**config.mk**
```make
export PLATFORM = sky130hd
export DESIGN_NAME = pipeline_hazard_ctrl_flat
export DESIGN_NICKNAME = d
export VERILOG_FILES = /design/src/rtl/pipeline_hazard_ctrl_if.sv /design/src/rtl/pipeline_hazard_ctrl.sv /design/src/flat_wrapper.sv
export SDC_FILE = /design/constraint.sdc
export NUM_CORES = 1
export LEC_CHECK = 0
export ABC_CLOCK_PERIOD_IN_PS = 1910
export BUFFER_PORTS_ARGS = -buffer_cell sky130_fd_sc_hd__clkbuf_2
export CAP_MARGIN = 20
export CORE_MARGIN = 8
export CORE_UTILIZATION = 45
export DETAILED_ROUTE_END_ITERATION = 10
export PLACE_DENSITY = 0.75
export RECOVER_POWER = 25
export SLEW_MARGIN = 20
export SYNTH_ARGS = -nofsm -noshare
export SYNTH_HDL_FRONTEND = slang
export SYNTH_SLANG_ARGS = --single-unit
```
**constraint.sdc**
```tcl
create_clock -name clk -period 1.91 [get_ports clk]
set_input_delay 0.191 -clock clk [delete_from_list [all_inputs] [get_ports clk]]
set_output_delay 0.191 -clock clk [all_outputs]
set_load 0.03 [all_outputs]
```
**src/rtl/pipeline_hazard_ctrl_if.sv**
```systemverilog
// Hazard-controller bundle: pipeline-side hazard inputs and per-stage control outputs.
// The master modport is the pipeline side; the slave modport is the controller.
interface pipeline_hazard_ctrl_if #(
  parameter int CNT_W = 16
);
  logic [3:0]       id_src1;
  logic [3:0]       id_src2;
  logic             id_use_src1;
  logic             id_use_src2;
  logic [3:0]       exe_dest;
  logic             exe_wb_en;
  logic             exe_mem_r_en;
  logic [3:0]       mem_dest;
  logic             mem_wb_en;
  logic             mem_req;
  logic             mem_ready;
  logic             branch_taken;
  logic             freeze_front;
  logic             bubble_idex;
  logic             freeze_back;
  logic             flush_ifid;
  logic [1:0]       fwd_sel1;
  logic [1:0]       fwd_sel2;
  logic             mem_timeout;
  logic [CNT_W-1:0] stall_cycles;

  modport master (
    output id_src1, id_src2, id_use_src1, id_use_src2,
    output exe_dest, exe_wb_en, exe_mem_r_en,
    output mem_dest, mem_wb_en, mem_req, mem_ready, branch_taken,
    input  freeze_front, bubble_idex, freeze_back, flush_ifid,
    input  fwd_sel1, fwd_sel2, mem_timeout, stall_cycles
  );

  modport slave (
    input  id_src1, id_src2, id_use_src1, id_use_src2,
    input  exe_dest, exe_wb_en, exe_mem_r_en,
    input  mem_dest, mem_wb_en, mem_req, mem_ready, branch_taken,
    output freeze_front, bubble_idex, freeze_back, flush_ifid,
    output fwd_sel1, fwd_sel2, mem_timeout, stall_cycles
  );
endinterface

```
**src/rtl/pipeline_hazard_ctrl.sv**
```systemverilog
// Stall/flush/forward controller for the 5-stage ARM pipeline (RAW, memory wait, branch flush).
// Optional macro FORWARDING_EN: forward EXE/MEM results and stall only on load-use.
module pipeline_hazard_ctrl #(
  parameter int TIMEOUT = 64,
  parameter int CNT_W   = 16
) (
  input logic                   clk,
  input logic                   rst,
  pipeline_hazard_ctrl_if.slave bus
);
  localparam int WAIT_W = (TIMEOUT > 0) ? $clog2(TIMEOUT + 2) : 1;

  typedef enum logic [1:0] {ST_IDLE, ST_WAIT, ST_ERROR} state_t;

  state_t            r_state, w_state_next;
  logic [WAIT_W-1:0] r_wait_cnt, w_wait_cnt_next;
  logic              r_timeout, w_set_timeout, w_mem_stall;
  logic [CNT_W-1:0]  r_stall_cycles;

  logic [3:0] w_src [2];
  logic [1:0] w_fwd [2];
  logic [1:0] w_use, w_match_exe, w_match_mem, w_hazard_src;
  logic       w_hazard, w_run, w_freeze_front;

  assign w_src[0] = bus.id_src1;
  assign w_src[1] = bus.id_src2;
  assign w_use    = {bus.id_use_src2, bus.id_use_src1};

  genvar gi;
  generate
    for (gi = 0; gi < 2; gi++) begin : g_src
      assign w_match_exe[gi] = w_use[gi] & bus.exe_wb_en & (w_src[gi] == bus.exe_dest);
      assign w_match_mem[gi] = w_use[gi] & bus.mem_wb_en & (w_src[gi] == bus.mem_dest);
`ifdef FORWARDING_EN
      // Only a load in EXE cannot be bypassed; EXE results win over older MEM results.
      assign w_hazard_src[gi] = w_match_exe[gi] & bus.exe_mem_r_en;
      assign w_fwd[gi] = (w_match_exe[gi] & ~bus.exe_mem_r_en) ? 2'd1 :
                         w_match_mem[gi]                        ? 2'd2 : 2'd0;
`else
      assign w_hazard_src[gi] = w_match_exe[gi] | w_match_mem[gi];
      assign w_fwd[gi]        = 2'd0;
`endif
    end
  endgenerate

`ifndef FORWARDING_EN
  logic w_unused_ld;
  assign w_unused_ld = bus.exe_mem_r_en;
`endif

  assign w_hazard = |w_hazard_src;

  always_comb begin
    w_state_next    = r_state;
    w_wait_cnt_next = r_wait_cnt;
    w_mem_stall     = 1'b0;
    w_set_timeout   = 1'b0;
    case (r_state)
      ST_IDLE: begin
        if (bus.mem_req && !bus.mem_ready) begin
          w_mem_stall     = 1'b1;
          w_state_next    = ST_WAIT;
          w_wait_cnt_next = WAIT_W'(1);
        end
      end
      ST_WAIT: begin
        if (bus.mem_ready) begin
          w_state_next = ST_IDLE;
        end else begin
          w_mem_stall     = 1'b1;
          w_wait_cnt_next = r_wait_cnt + WAIT_W'(1);
          // The cycle that brings the count to TIMEOUT is the last stalled one.
          if ((TIMEOUT != 0) && (int'(r_wait_cnt) + 1 >= TIMEOUT)) begin
            w_state_next  = ST_ERROR;
            w_set_timeout = 1'b1;
          end
        end
      end
      ST_ERROR: begin
        w_state_next = ST_ERROR;
      end
      default: begin
        w_state_next = ST_IDLE;
      end
    endcase
  end

  // Gating with the reset input keeps every control output low while reset is held.
  assign w_run          = rst;
  assign w_freeze_front = w_run & (w_mem_stall | (w_hazard & ~bus.branch_taken));

  assign bus.freeze_front = w_freeze_front;
  assign bus.freeze_back  = w_run & w_mem_stall;
  assign bus.bubble_idex  = w_run & ~w_mem_stall & (w_hazard | bus.branch_taken);
  assign bus.flush_ifid   = w_run & ~w_mem_stall & bus.branch_taken;
  assign bus.fwd_sel1     = w_run ? w_fwd[0] : 2'd0;
  assign bus.fwd_sel2     = w_run ? w_fwd[1] : 2'd0;
  assign bus.mem_timeout  = r_timeout;
  assign bus.stall_cycles = r_stall_cycles;

  always_ff @(posedge clk or negedge rst) begin
    if (!rst) begin
      r_state        <= ST_IDLE;
      r_wait_cnt     <= '0;
      r_timeout      <= 1'b0;
      r_stall_cycles <= '0;
    end else begin
      r_state    <= w_state_next;
      r_wait_cnt <= w_wait_cnt_next;
      if (w_set_timeout) begin
        r_timeout <= 1'b1;
      end
      if (w_freeze_front && !(&r_stall_cycles)) begin
        r_stall_cycles <= r_stall_cycles + CNT_W'(1);
      end
    end
  end
endmodule
```
**src/flat_wrapper.sv**
```systemverilog
// flat-port wrapper written by rule: the top's interface ports become plain ports
module pipeline_hazard_ctrl_flat 
#(
  parameter int TIMEOUT = 64,
  parameter int CNT_W   = 16
)
  (clk, rst, bus_id_src1, bus_id_src2, bus_id_use_src1, bus_id_use_src2, bus_exe_dest, bus_exe_wb_en, bus_exe_mem_r_en, bus_mem_dest, bus_mem_wb_en, bus_mem_req, bus_mem_ready, bus_branch_taken, bus_freeze_front, bus_bubble_idex, bus_freeze_back, bus_flush_ifid, bus_fwd_sel1, bus_fwd_sel2, bus_mem_timeout, bus_stall_cycles);
  pipeline_hazard_ctrl_if #(.CNT_W(CNT_W)) bus_i ();
  input logic clk;
  input logic rst;
  input wire logic [$bits(bus_i.id_src1)-1:0] bus_id_src1;
  input wire logic [$bits(bus_i.id_src2)-1:0] bus_id_src2;
  input wire logic [$bits(bus_i.id_use_src1)-1:0] bus_id_use_src1;
  input wire logic [$bits(bus_i.id_use_src2)-1:0] bus_id_use_src2;
  input wire logic [$bits(bus_i.exe_dest)-1:0] bus_exe_dest;
  input wire logic [$bits(bus_i.exe_wb_en)-1:0] bus_exe_wb_en;
  input wire logic [$bits(bus_i.exe_mem_r_en)-1:0] bus_exe_mem_r_en;
  input wire logic [$bits(bus_i.mem_dest)-1:0] bus_mem_dest;
  input wire logic [$bits(bus_i.mem_wb_en)-1:0] bus_mem_wb_en;
  input wire logic [$bits(bus_i.mem_req)-1:0] bus_mem_req;
  input wire logic [$bits(bus_i.mem_ready)-1:0] bus_mem_ready;
  input wire logic [$bits(bus_i.branch_taken)-1:0] bus_branch_taken;
  output wire logic [$bits(bus_i.freeze_front)-1:0] bus_freeze_front;
  output wire logic [$bits(bus_i.bubble_idex)-1:0] bus_bubble_idex;
  output wire logic [$bits(bus_i.freeze_back)-1:0] bus_freeze_back;
  output wire logic [$bits(bus_i.flush_ifid)-1:0] bus_flush_ifid;
  output wire logic [$bits(bus_i.fwd_sel1)-1:0] bus_fwd_sel1;
  output wire logic [$bits(bus_i.fwd_sel2)-1:0] bus_fwd_sel2;
  output wire logic [$bits(bus_i.mem_timeout)-1:0] bus_mem_timeout;
  output wire logic [$bits(bus_i.stall_cycles)-1:0] bus_stall_cycles;
  assign bus_i.id_src1 = bus_id_src1;
  assign bus_i.id_src2 = bus_id_src2;
  assign bus_i.id_use_src1 = bus_id_use_src1;
  assign bus_i.id_use_src2 = bus_id_use_src2;
  assign bus_i.exe_dest = bus_exe_dest;
  assign bus_i.exe_wb_en = bus_exe_wb_en;
  assign bus_i.exe_mem_r_en = bus_exe_mem_r_en;
  assign bus_i.mem_dest = bus_mem_dest;
  assign bus_i.mem_wb_en = bus_mem_wb_en;
  assign bus_i.mem_req = bus_mem_req;
  assign bus_i.mem_ready = bus_mem_ready;
  assign bus_i.branch_taken = bus_branch_taken;
  assign bus_freeze_front = bus_i.freeze_front;
  assign bus_bubble_idex = bus_i.bubble_idex;
  assign bus_freeze_back = bus_i.freeze_back;
  assign bus_flush_ifid = bus_i.flush_ifid;
  assign bus_fwd_sel1 = bus_i.fwd_sel1;
  assign bus_fwd_sel2 = bus_i.fwd_sel2;
  assign bus_mem_timeout = bus_i.mem_timeout;
  assign bus_stall_cycles = bus_i.stall_cycles;
  pipeline_hazard_ctrl #(.TIMEOUT(TIMEOUT), .CNT_W(CNT_W)) u_core (.clk(clk), .rst(rst), .bus(bus_i));
endmodule
```
-- Word-level counts from Yosys, hierarchy flattened
Cells that the tools add are included.
- $add $sub $neg: 3
- bitwise operators: 20
- equality and inequality tests: 9
- reductions and logical operators: 10
- mux-type cells: 13
- magnitude comparators: 1
- operators by type and width (operator ; count):
    $ge A32 B8 Y1 const B ; 1
    $add A16 B1 Y16 const B ; 1
    $eq A4 B4 Y1 ; 4
    $reduce_and A16 Y1 ; 1
    $and A1 B1 Y1 ; 14
    $mux W7 ; 2
    $pmux W7 S2 ; 1
    $add A7 B1 Y8 const B ; 1
    $add A7 B1 Y7 const B ; 1
    $mux W2 ; 3
    $pmux W2 S3 ; 1
    $mux W1 ; 5
    $or A1 B1 Y1 ; 4
    $ne A3 B2 Y1 const B ; 1
    $reduce_and A3 Y1 ; 1
    $eq A2 B1 Y1 const B ; 1
    $eq A2 B2 Y1 const B ; 1
    $logic_and A1 B1 Y1 ; 2
    $logic_not A1 Y1 ; 2
    $logic_not A2 Y1 ; 1
    $ne A2 B1 Y1 const B ; 1
    $ne A2 B2 Y1 const B ; 1
    $not A1 Y1 ; 2
    $pmux W1 S2 ; 1
    other kinds (3) ; 3
- logic and storage cells: 60
- output and inout bits: 25
- register bits: 26

-- Logic depth before layout (Yosys ltp)
Gate-level depths: netlist (run 1).
- depth in word-level cells: 8
- depth in mapped cells: 7
- mapped depth without buffers: 7

-- Least setup slack after synthesis (run 1)
OpenSTA, ideal clock, no wires.
- path kind: input port to flip-flop
- start point: in bus_exe_dest[0]
- end point: reg u_core.r_stall_cycles[1], in the netlist u_core.bus.stall_cycles[1]
- cell stages on the path: 7
- required time: 1.782 ns
- slack: -0.307 ns
- data arrival time: 2.089 ns
- library setup time: 0.128 ns
- cells stage by stage: nor2b_1 a2111o_1 a2111oi_2 nor4_2 o22ai_2 nand2_1 mux2_1
- word-level cells in the longest chain between the ends: 8
- elaborated cells between the ends (all ways): 11
- those cells by class: eq/ne: 2; bitwise: 7; reduce/logical: 2
- RTL lines (element ; line ; RTL):
    start, declared ; flat_wrapper.sv:15 ; input wire logic [$bits(bus_i.exe_dest)-1:0] bus_exe_dest;
    $eq A4 B4 Y1 ; pipeline_hazard_ctrl.sv:32 ; assign w_match_exe[gi] = w_use[gi] & bus.exe_wb_en & (w_src[gi] == bus.exe_dest);
    $and A1 B1 Y1 ; pipeline_hazard_ctrl.sv:32 ;
    $or A1 B1 Y1 ; pipeline_hazard_ctrl.sv:40 ; assign w_hazard_src[gi] = w_match_exe[gi] | w_match_mem[gi];
    $reduce_or A2 Y1 (*) ; pipeline_hazard_ctrl.sv:51 ; assign w_hazard = |w_hazard_src;
    $and A1 B1 Y1 (*) ; pipeline_hazard_ctrl.sv:90 ; assign w_freeze_front = w_run & (w_mem_stall | (w_hazard & ~bus.branch_taken));
    $or A1 B1 Y1 (*) ; pipeline_hazard_ctrl.sv:90 ;
    $and A1 B1 Y1 (*) ; pipeline_hazard_ctrl.sv:90 ;
    via bus_freeze_front ; flat_wrapper.sv:23 ; output wire logic [$bits(bus_i.freeze_front)-1:0] bus_freeze_front;
    $logic_and A1 B1 Y1 (*) ; pipeline_hazard_ctrl.sv:113 ; if (w_freeze_front && !(&r_stall_cycles)) begin
    end signal, assigned ; pipeline_hazard_ctrl.sv:114 ; r_stall_cycles <= r_stall_cycles + CNT_W'(1);
    end, declared ; pipeline_hazard_ctrl.sv:18 ; logic [CNT_W-1:0] r_stall_cycles;
Mark *: on every way through the listed nets, which the timed path passes. The rest lies on a longest branch.
A chain may end at the register's enable or synchronous reset.

-- Worst setup path in the final report (run 1)
- start point: in bus_exe_dest[2]
- end point: out bus_bubble_idex
- word-level cells in the longest chain between the ends: 6
- elaborated cells between the ends (all ways): 9
- those cells by class: eq/ne: 2; bitwise: 6; reduce/logical: 1
- RTL lines (element ; line ; RTL):
    $eq A4 B4 Y1 ; pipeline_hazard_ctrl.sv:32 ;
    $and A1 B1 Y1 ; pipeline_hazard_ctrl.sv:32 ;
    $or A1 B1 Y1 ; pipeline_hazard_ctrl.sv:40 ;
    $reduce_or A2 Y1 (*) ; pipeline_hazard_ctrl.sv:51 ;
    $or A1 B1 Y1 (*) ; pipeline_hazard_ctrl.sv:94 ; assign bus.bubble_idex = w_run & ~w_mem_stall & (w_hazard | bus.branch_taken);
    $and A1 B1 Y1 (*) ; pipeline_hazard_ctrl.sv:94 ;
    end, declared ; flat_wrapper.sv:24 ; output wire logic [$bits(bus_i.bubble_idex)-1:0] bus_bubble_idex;
Every way passes the cells marked *; elsewhere a longest branch is shown, timed or not.

==> impl_metrics.ini, run 1 <==
[worst_setup_path]
reg2regPathDepth = 6
crit_path_end_kind = primary output
slowest_stage = a2111o_1
cp_top_family = compound AO/OA/AOI/OAI gates
worstPathArrival_ns = 1.68
r2r-end = u_core.bus.stall_cycles[1]
cp.buffers_inverters = 3
required_ns = 1.72
timing.rr.start = u_core.bus.stall_cycles[0]
worst-r2r-setup-slack_ns = 0.08
setup.worst_path.start_class = input pin
cpPeakStageDelay_ns = 0.38
cp_cell_sequence = clkbuf_2 > nor2b_1 > a2111o_1 > a2111oi_4 > nor4_4 > buf_4 > a21oi_4 > buf_6
path_max_fanout = 4
crit_type = input pin to primary output

[min_path]
hp-class = input pin to async pin

[floorplan]
initial_core_util = 0.462
num_rows = 21
core-area_sq_um = 3310
die_h_microns = 74.3
die-width_microns = 74.3
die_area_sq_um = 5520
io_pins = 51

[logic_synthesis]
synth_compound_area_frac = 0.111
syn_area_per_cell_sq_um = 9.33
synth_edf_count = 0
postSynth.asyncResetShare = 1.00
ys_top_cells_by_area = dfrtp_1 (43%), xnor2_1 (7.4%), nand2_1 (6.4%)
yosys_warnings = 0
ys_dominant_reg_cell = dfrtp_1
ys_seq_elements = 26
synth_top_family_by_area = simple AND/OR/NAND/NOR gates
synth.top_cell.area_share = 0.425
synth.cell_area_sq_um = 1530
synth_top_area_cell = dfrtp_1
synth_mux_area_frac = 0.0360
synth_seq_area_share = 0.425
synth-simple-area-share = 0.239
synth.distinct_cells = 42
synth_fa_ha_area_frac = 0.0164
synth_common_cells = dfrtp_1 (26), nand2_1 (26), xnor2_1 (13), nand3_1 (11)
syn_inst = 164
synth_xor_area_frac = 0.126

[route]
viasPerCell = 5.13
wl_met2_microns = 1830
routed_wl_microns = 3950
drt_iter0_drc = 59
final_antenna_net_count = 0
wl_met3_microns = 383
topRoutingLayerUsed = met4
vias = 1473
wl_met1_microns = 1690
drcViolationCount = 0
wire_per_inst_microns = 13.7
drtPass1Iterations = 5

[flow_run]
drv_cap = 0

[global_route]
track_usage = 0.136
antenna_found_initial = 0
grt_pass1_wl_microns = 5980
grt_pass1_vias = 1363
grt.overflow.total = 0
grt_max_degree = 15

[sta]
fin_setup_tns_ns = 0
min_period_ns = 1.87
slew-limit-headroom = 0.596
post-route-period-util = 0.980
rsz0062_at_grt = true
setup_viol = 0
hold_viol = 0
final_max_slew_viol_count = 0
worst_pin_slew_ns = 0.606
finalClockSkew_ns = 0.00157
fmax_mhz = 534

[clocking]
tritoncts = built
htreeDepth = 1
insertion_delay_ns = 0.31
path_clk_slew_ns = 0.13
cts_root_buffer = clkbuf_4
numCtsBuffers = 3
clockBufferDepth = 2
clock-sinks = 26

[power]
irDropWorstVdd_mv = 0.381
p_per_area_nw_per_um2 = 732
p_leak_nw = 1.02

[layout]
final_cell_area_sq_um = 2150
post-route-util = 0.648
fin_nets = 270
layout-area-overhead-vs-synth_pct = 40.2
drive_gt1_frac = 0.407
diodes = 0

[placed_design]
gp_congestion = 0.742
hpwlAfterDp_microns = 3130
place_area_sq_um = 2000
port-buffer-count = 45

[run_status]
status = finished, final reports clean
## what timing repair did
action / CTS / global route
buffers inserted: 0 / 3
endpoints found under the hold margin: 26 / 0
setup endpoints to repair: 2 / 8
pin swaps: 0 / 5
gates resized for setup: 2 / 17
gates cloned: 0 / 0
hold buffers: 1 / 0
## final cells by class
type	count	area (sq um)
inverter	9	33.8
tap	46	57.6
clock buffer	4	36.3
timing repair buffer	75	462
fill	291	1160
multi-input combinational	127	900
sequential	26	657
## cells by family after synthesis
group,count (synthesis)
and+or+nand+nor,71
xor gates and xnor gates,22
other,1
AOI/OAI and AO/OA,23
DFF,26
muxes,5
adders and majority gates,2
buffers and inverters,14
## per-stage QoR
stage	worst slack [ns]	total power, mW	hold slack (ns)	instances
global route	-0.0282	1.67	0.252	287
detailed placement	-0.180	1.28	0.0623	279
CTS	0.00781	1.56	0.229	284
floorplan	-0.101	1.05	-0.105	167
finish	0.0385	1.57	0.241	287
global placement	-0.132	1.27	0.0609	279
## power by group
group	total (mW)	switching [mW]	internal, mW	leakage (nW)
registers	0.705	0.0681	0.637	0.343
clock network	0.274	0.158	0.116	0.0210
logic	0.592	0.342	0.251	0.652
total	1.57	0.567	1.00	1.02
## worst max path at each step
stage	start	to	cells past startpoint
floorplan	u_core.bus.stall_cycles[3]	u_core.bus.stall_cycles[1]	6
global placement	bus_exe_dest[0]	u_core.bus.stall_cycles[12]	8
detailed placement	bus_exe_dest[0]	u_core.bus.stall_cycles[12]	8
CTS	u_core.r_state[1]	bus_freeze_front	5
global route	bus_exe_dest[2]	bus_bubble_idex	8
finish	bus_exe_dest[2]	bus_bubble_idex	8
## layer usage
metal,GRT usage,up-vias
met5,0,-
met4,0.0413,0
met3,0.0310,4
met2,0.227,51
met1,0.170,690
li1,-,728
## sequential cells by signal (all words and copies together) (netlist names)
| register | count |
|---|---|
| u_core.r_state | 2 |
| u_core.bus.stall_cycles | 16 |
| u_core.bus.mem_timeout | 1 |
| u_core.r_wait_cnt | 7 |
## placed cells by master (no fill, tap or decap), types with 5 or more instances in the layout
cell type,netlist,final
xor2_1,9,9
nand2_1,26,25
nand3_1,11,11
nor2_1,7,5
clkbuf_2,0,42
xnor2_1,13,13
buf_4,4,28
dfrtp_2,0,5
nand4_1,7,7
dfrtp_1,26,21
inv_1,9,9
No activity file was read; power rests on OpenSTA's default activity.
==> inputs of run 2 (changes only) <==
--- a/config.mk
+++ b/config.mk
@@ -12,7 +12,7 @@
 export CORE_UTILIZATION = 45
 export DETAILED_ROUTE_END_ITERATION = 10
 export PLACE_DENSITY = 0.75
-export RECOVER_POWER = 25
+export RECOVER_POWER = 50
 export SLEW_MARGIN = 20
 export SYNTH_ARGS = -nofsm -noshare
 export SYNTH_HDL_FRONTEND = slang
==> impl_metrics.ini, run 2 (synthesis gave the netlist of run 1 again) <==
[global_route]
grt.overflow.total = 0
grt_pass1_wl_microns = 5980
antenna_found_initial = 0
track_usage = 0.136
grt_pass1_vias = 1363
grt_max_degree = 15

[sta]
worst_pin_slew_ns = 0.606
fmax_mhz = 534
post-route-period-util = 0.980
setup_slack_ns = 0.0385
setup_viol = 0
finalClockSkew_ns = 0.00147
hold_viol = 0
final_max_slew_viol_count = 0
min_period_ns = 1.87
slew-limit-headroom = 0.596
rsz0062_at_grt = true

[clocking]
tritoncts = built
clockBufferDepth = 2
numCtsBuffers = 3
cts_root_buffer = clkbuf_4
path_clk_slew_ns = 0.13
clock-sinks = 26
htreeDepth = 1
insertion_delay_ns = 0.31

[power]
clkPwrFrac = 0.175
seqPwrFrac = 0.450
irDropWorstVdd_mv = 0.381
intPower_mw = 0.999
p_per_area_nw_per_um2 = 733
p_leak_nw = 0.999
pwr-share-comb = 0.375
switchingPower_mw = 0.567
p_sw_frac = 0.362

[route]
vias = 1473
drt_iter0_drc = 58
wire_per_inst_microns = 13.8
final_antenna_net_count = 0
drcViolationCount = 0
viasPerCell = 5.13
routed_wl_microns = 3950
drtPass1Iterations = 5

[floorplan]
core-area_sq_um = 3310
num_rows = 21
die-width_microns = 74.3
io_pins = 51
initial_core_util = 0.462
die_h_microns = 74.3
die_area_sq_um = 5520

[run_status]
status = finished, final reports clean

[layout]
drive_gt1_frac = 0.382
diodes = 0
post-route-util = 0.646
fillCellCount = 292
layout-area-overhead-vs-synth_pct = 39.7
fin_nets = 270
regArea_sq_um = 657
final_common_cell = clkbuf_2
largest_reg_flops = 16
multi_input_area_sq_um = 897
layout_common_cells = clkbuf_2 (37), buf_4 (28), nand2_1 (25)

[worst_setup_path]
required_ns = 1.72
worst-r2r-setup-slack_ns = 0.08
setup.worst_path.start_class = input pin
worstPathArrival_ns = 1.68
crit_type = input pin to primary output
crit_path_end_kind = primary output
path_max_fanout = 4

[placed_design]
hpwlAfterDp_microns = 3130
gp_congestion = 0.742
port-buffer-count = 45
preCtsSetupSlack_ns = -0.180

[min_path]
hp-class = input pin to async pin

[flow_run]
drv_cap = 0
==> run 2: changes by cell type in the layout (fill, tap and decap cells not counted) <==
cell,before,now
clkbuf_2,42,37
clkbuf_1,1,6
nor2_1,5,6
nor2_2,2,1
==> run 2: layout make-up <==
class	count	share of cell area
Multi-Input combinational cell	127	0.420
Sequential cell	26	0.307
Timing Repair Buffer	75	0.213
Tap cell	46	0.0269
Clock buffer	4	0.0170
Inverter	9	0.0158
==> run 2: layer usage <==
metal | wire (microns) | up-vias | share of wire | GRT usage
li1 | - | 728 | - | -
met1 | 1700 | 690 | 0.43 | 0.170
met2 | 1840 | 51 | 0.46 | 0.227
met3 | 385 | 4 | 0.097 | 0.0310
met4 | 34 | 0 | 0.0086 | 0.0413
met5 | 0 | - | 0 | 0
==> run 2: repair_timing <==
| action | CTS | global route |
|---|---|---|
| setup endpoints to repair | 2 | 8 |
| hold buffers | 1 | 0 |
| setup buffers | 0 | 3 |
| resized for setup | 2 | 17 |
| pin swaps | 0 | 5 |
| hold endpoints to repair | 26 | 0 |
==> run 2: metrics by stage <==
stage / hold WS, ns / instances / total power, mW / setup TNS [ns] / instance area [sq um]
2_1_floorplan: -0.105 / 167 / 1.05 / -0.101 / 1560
3_3_place_gp: 0.0609 / 279 / 1.27 / -0.489 / 2000
3_5_place_dp: 0.0623 / 279 / 1.28 / -0.830 / 2000
4_1_cts: 0.229 / 284 / 1.56 / 0 / 2060
5_1_grt: 0.252 / 287 / 1.67 / -0.0361 / 2140
6_report: 0.240 / 287 / 1.57 / 0 / 2140
==> run 2: power by group through the flow <==
stage	registers, mW	logic (mW)	clock network, mW
after global placement	0.713	0.556	0
after global routing	0.716	0.647	0.304
final	0.705	0.588	0.274
after CTS	0.704	0.569	0.286
after floorplan	0.818	0.229	0
after detailed placement	0.713	0.566	0
==> run 2: worst max-delay path, cell delays in order <==
cell and delay [ns]:
clkbuf_2 0.10, nor2b_1 0.14, a2111o_1 0.38, a2111oi_4 0.33
nor4_4 0.12, buf_4 0.17, a21oi_4 0.11, buf_6 0.14
==> run 2: final timing paths <==
path	endpoint	cells after the start	start
min in group clk	u_core.r_state[0]	3	bus_mem_req
worst min-delay path	u_core.r_wait_cnt[2]	2	rst
max in group asynchronous	u_core.bus.stall_cycles[4]	3	rst
worst min register to register	u_core.bus.stall_cycles[5]	1	u_core.bus.stall_cycles[5]
worst max-delay path	bus_bubble_idex	8	bus_exe_dest[2]
worst max register to register	u_core.bus.stall_cycles[1]	6	u_core.bus.stall_cycles[0]
==> inputs of run 3 (changes only) <==
==> constraint.sdc (replaced) <==
create_clock -name clk -period 1.91 [get_ports clk]
set_input_delay 0.0955 -clock clk [delete_from_list [all_inputs] [get_ports clk]]
set_output_delay 0.0955 -clock clk [all_outputs]
set_load 0.03 [all_outputs]
==> impl_metrics.ini, run 3 (synthesis gave the netlist of run 1 again) <==
[floorplan]
io_pins = 51
die-width_microns = 74.3
num_rows = 21
die_area_sq_um = 5520
core-area_sq_um = 3310
die_h_microns = 74.3
initial_core_util = 0.462

[clocking]
tritoncts = built
clockBufferDepth = 2
numCtsBuffers = 3
insertion_delay_ns = 0.32
htreeDepth = 1
cts_root_buffer = clkbuf_4
path_clk_slew_ns = 0.13
clock-sinks = 26

[sta]
finalClockSkew_ns = 0.00463
post-route-period-util = 0.967
fin_setup_tns_ns = 0
setup_slack_ns = 0.0631
setup_viol = 0
min_period_ns = 1.85
final_max_slew_viol_count = 0
hold_viol = 0
fmax_mhz = 541
worst_pin_slew_ns = 0.662
slew-limit-headroom = 0.558

[global_route]
grt.overflow.total = 0
grt_pass1_vias = 1472
track_usage = 0.137
antenna_found_initial = 0
grt_max_degree = 15
grt_pass1_wl_microns = 6150

[layout]
largest_reg_flops = 16
post-route-util = 0.619
drive_gt1_frac = 0.331
fin_nets = 265
final_common_cell = clkbuf_2
layout-area-overhead-vs-synth_pct = 33.9
diodes = 0
layout_common_cells = clkbuf_2 (33), nand2_1 (25), buf_4 (24)

[worst_setup_path]
path_max_fanout = 6
setup.worst_path.start_class = input pin
worstPathArrival_ns = 1.75
required_ns = 1.81
crit_type = input pin to primary output
crit_path_end_kind = primary output

[route]
drcViolationCount = 0
viasPerCell = 5.13
vias = 1448
final_antenna_net_count = 0
drt_iter0_drc = 40
wire_per_inst_microns = 13.5
drtPass1Iterations = 4
routed_wl_microns = 3810

[placed_design]
hpwlAfterDp_microns = 3070
preCtsSetupSlack_ns = -0.171
port-buffer-count = 45
gp_congestion = 0.869

[flow_run]
drv_cap = 0

[power]
p_per_area_nw_per_um2 = 763
irDropWorstVdd_mv = 0.533
p_leak_nw = 0.943
total_power_mw = 1.56

[min_path]
hp-class = input pin to flop

[run_status]
status = finished, final reports clean
## run 3: cell types whose count changed in the layout (fill, tap and decap cells not counted), moves of 2 or more
cell | before | now
clkbuf_1 | 6 | 12
buf_6 | 2 | 0
buf_4 | 28 | 24
clkbuf_2 | 37 | 33
## run 3: stage by stage
step,area (sq um),std cells,hold slack [ns]
after CTS,2030,281,0.102
after detailed placement,1970,275,-0.0712
after floorplan,1560,167,-0.200
after global routing,2050,282,0.142
final,2050,282,0.147
after global placement,1970,275,-0.0780
## run 3: report_power, final
part / leakage [nW] / switching (mW) / internal, mW / total [mW]
Clock: 0.0210 / 0.161 / 0.117 / 0.278
Sequential: 0.343 / 0.0702 / 0.637 / 0.707
Combinational: 0.579 / 0.340 / 0.238 / 0.578
## run 3: area by class of cell
type	instances	area, sq um
clock buffer	4	36.3
inverter	9	33.8
sequential	26	657
fill	296	1260
timing repair buffer	70	400
multi-input combinational	127	863
tap	46	57.6
## run 3: what timing repair did
item / 4_1_cts / 5_1_grt
gates resized for setup: 0 / 10
hold endpoints to repair: 26 / 0
cloned: 0 / 0
setup buffers: 1 / 1
hold buffers: 1 / 0
setup endpoints to repair: 1 / 4
## run 3: worst paths after layout
kind	to	startpoint	depth (start not counted)	slack, ns
min in group asynchronous	u_core.bus.stall_cycles[12]	rst	2	0.16
min reg2reg	u_core.bus.stall_cycles[5]	u_core.bus.stall_cycles[5]	1	0.49
min	u_core.r_state[0]	bus_mem_req	3	0.15
max in group asynchronous	u_core.bus.stall_cycles[0]	rst	3	0.82
max reg2reg	u_core.bus.stall_cycles[1]	u_core.bus.stall_cycles[1]	6	0.09
max	bus_freeze_front	bus_exe_dest[2]	9	0.06
## run 3: critical path: stages
cell and delay (ns):
clkbuf_2 0.08, nor2b_1 0.14, a2111o_1 0.38, a2111oi_4 0.33, nor4_2 0.09, buf_4 0.17, o22ai_4 0.13, buf_4 0.17
buf_4 0.16
## run 3: metal layers
| metal | GRT usage | up-vias | part of all wire | wire (microns) |
|---|---|---|---|---|
| met5 | 0 | - | 0 | 0 |
| met4 | 0.0543 | 0 | 0.019 | 74 |
| met3 | 0.0296 | 10 | 0.078 | 299 |
| met2 | 0.225 | 51 | 0.45 | 1720 |
| met1 | 0.171 | 666 | 0.45 | 1710 |
| li1 | - | 721 | - | - |
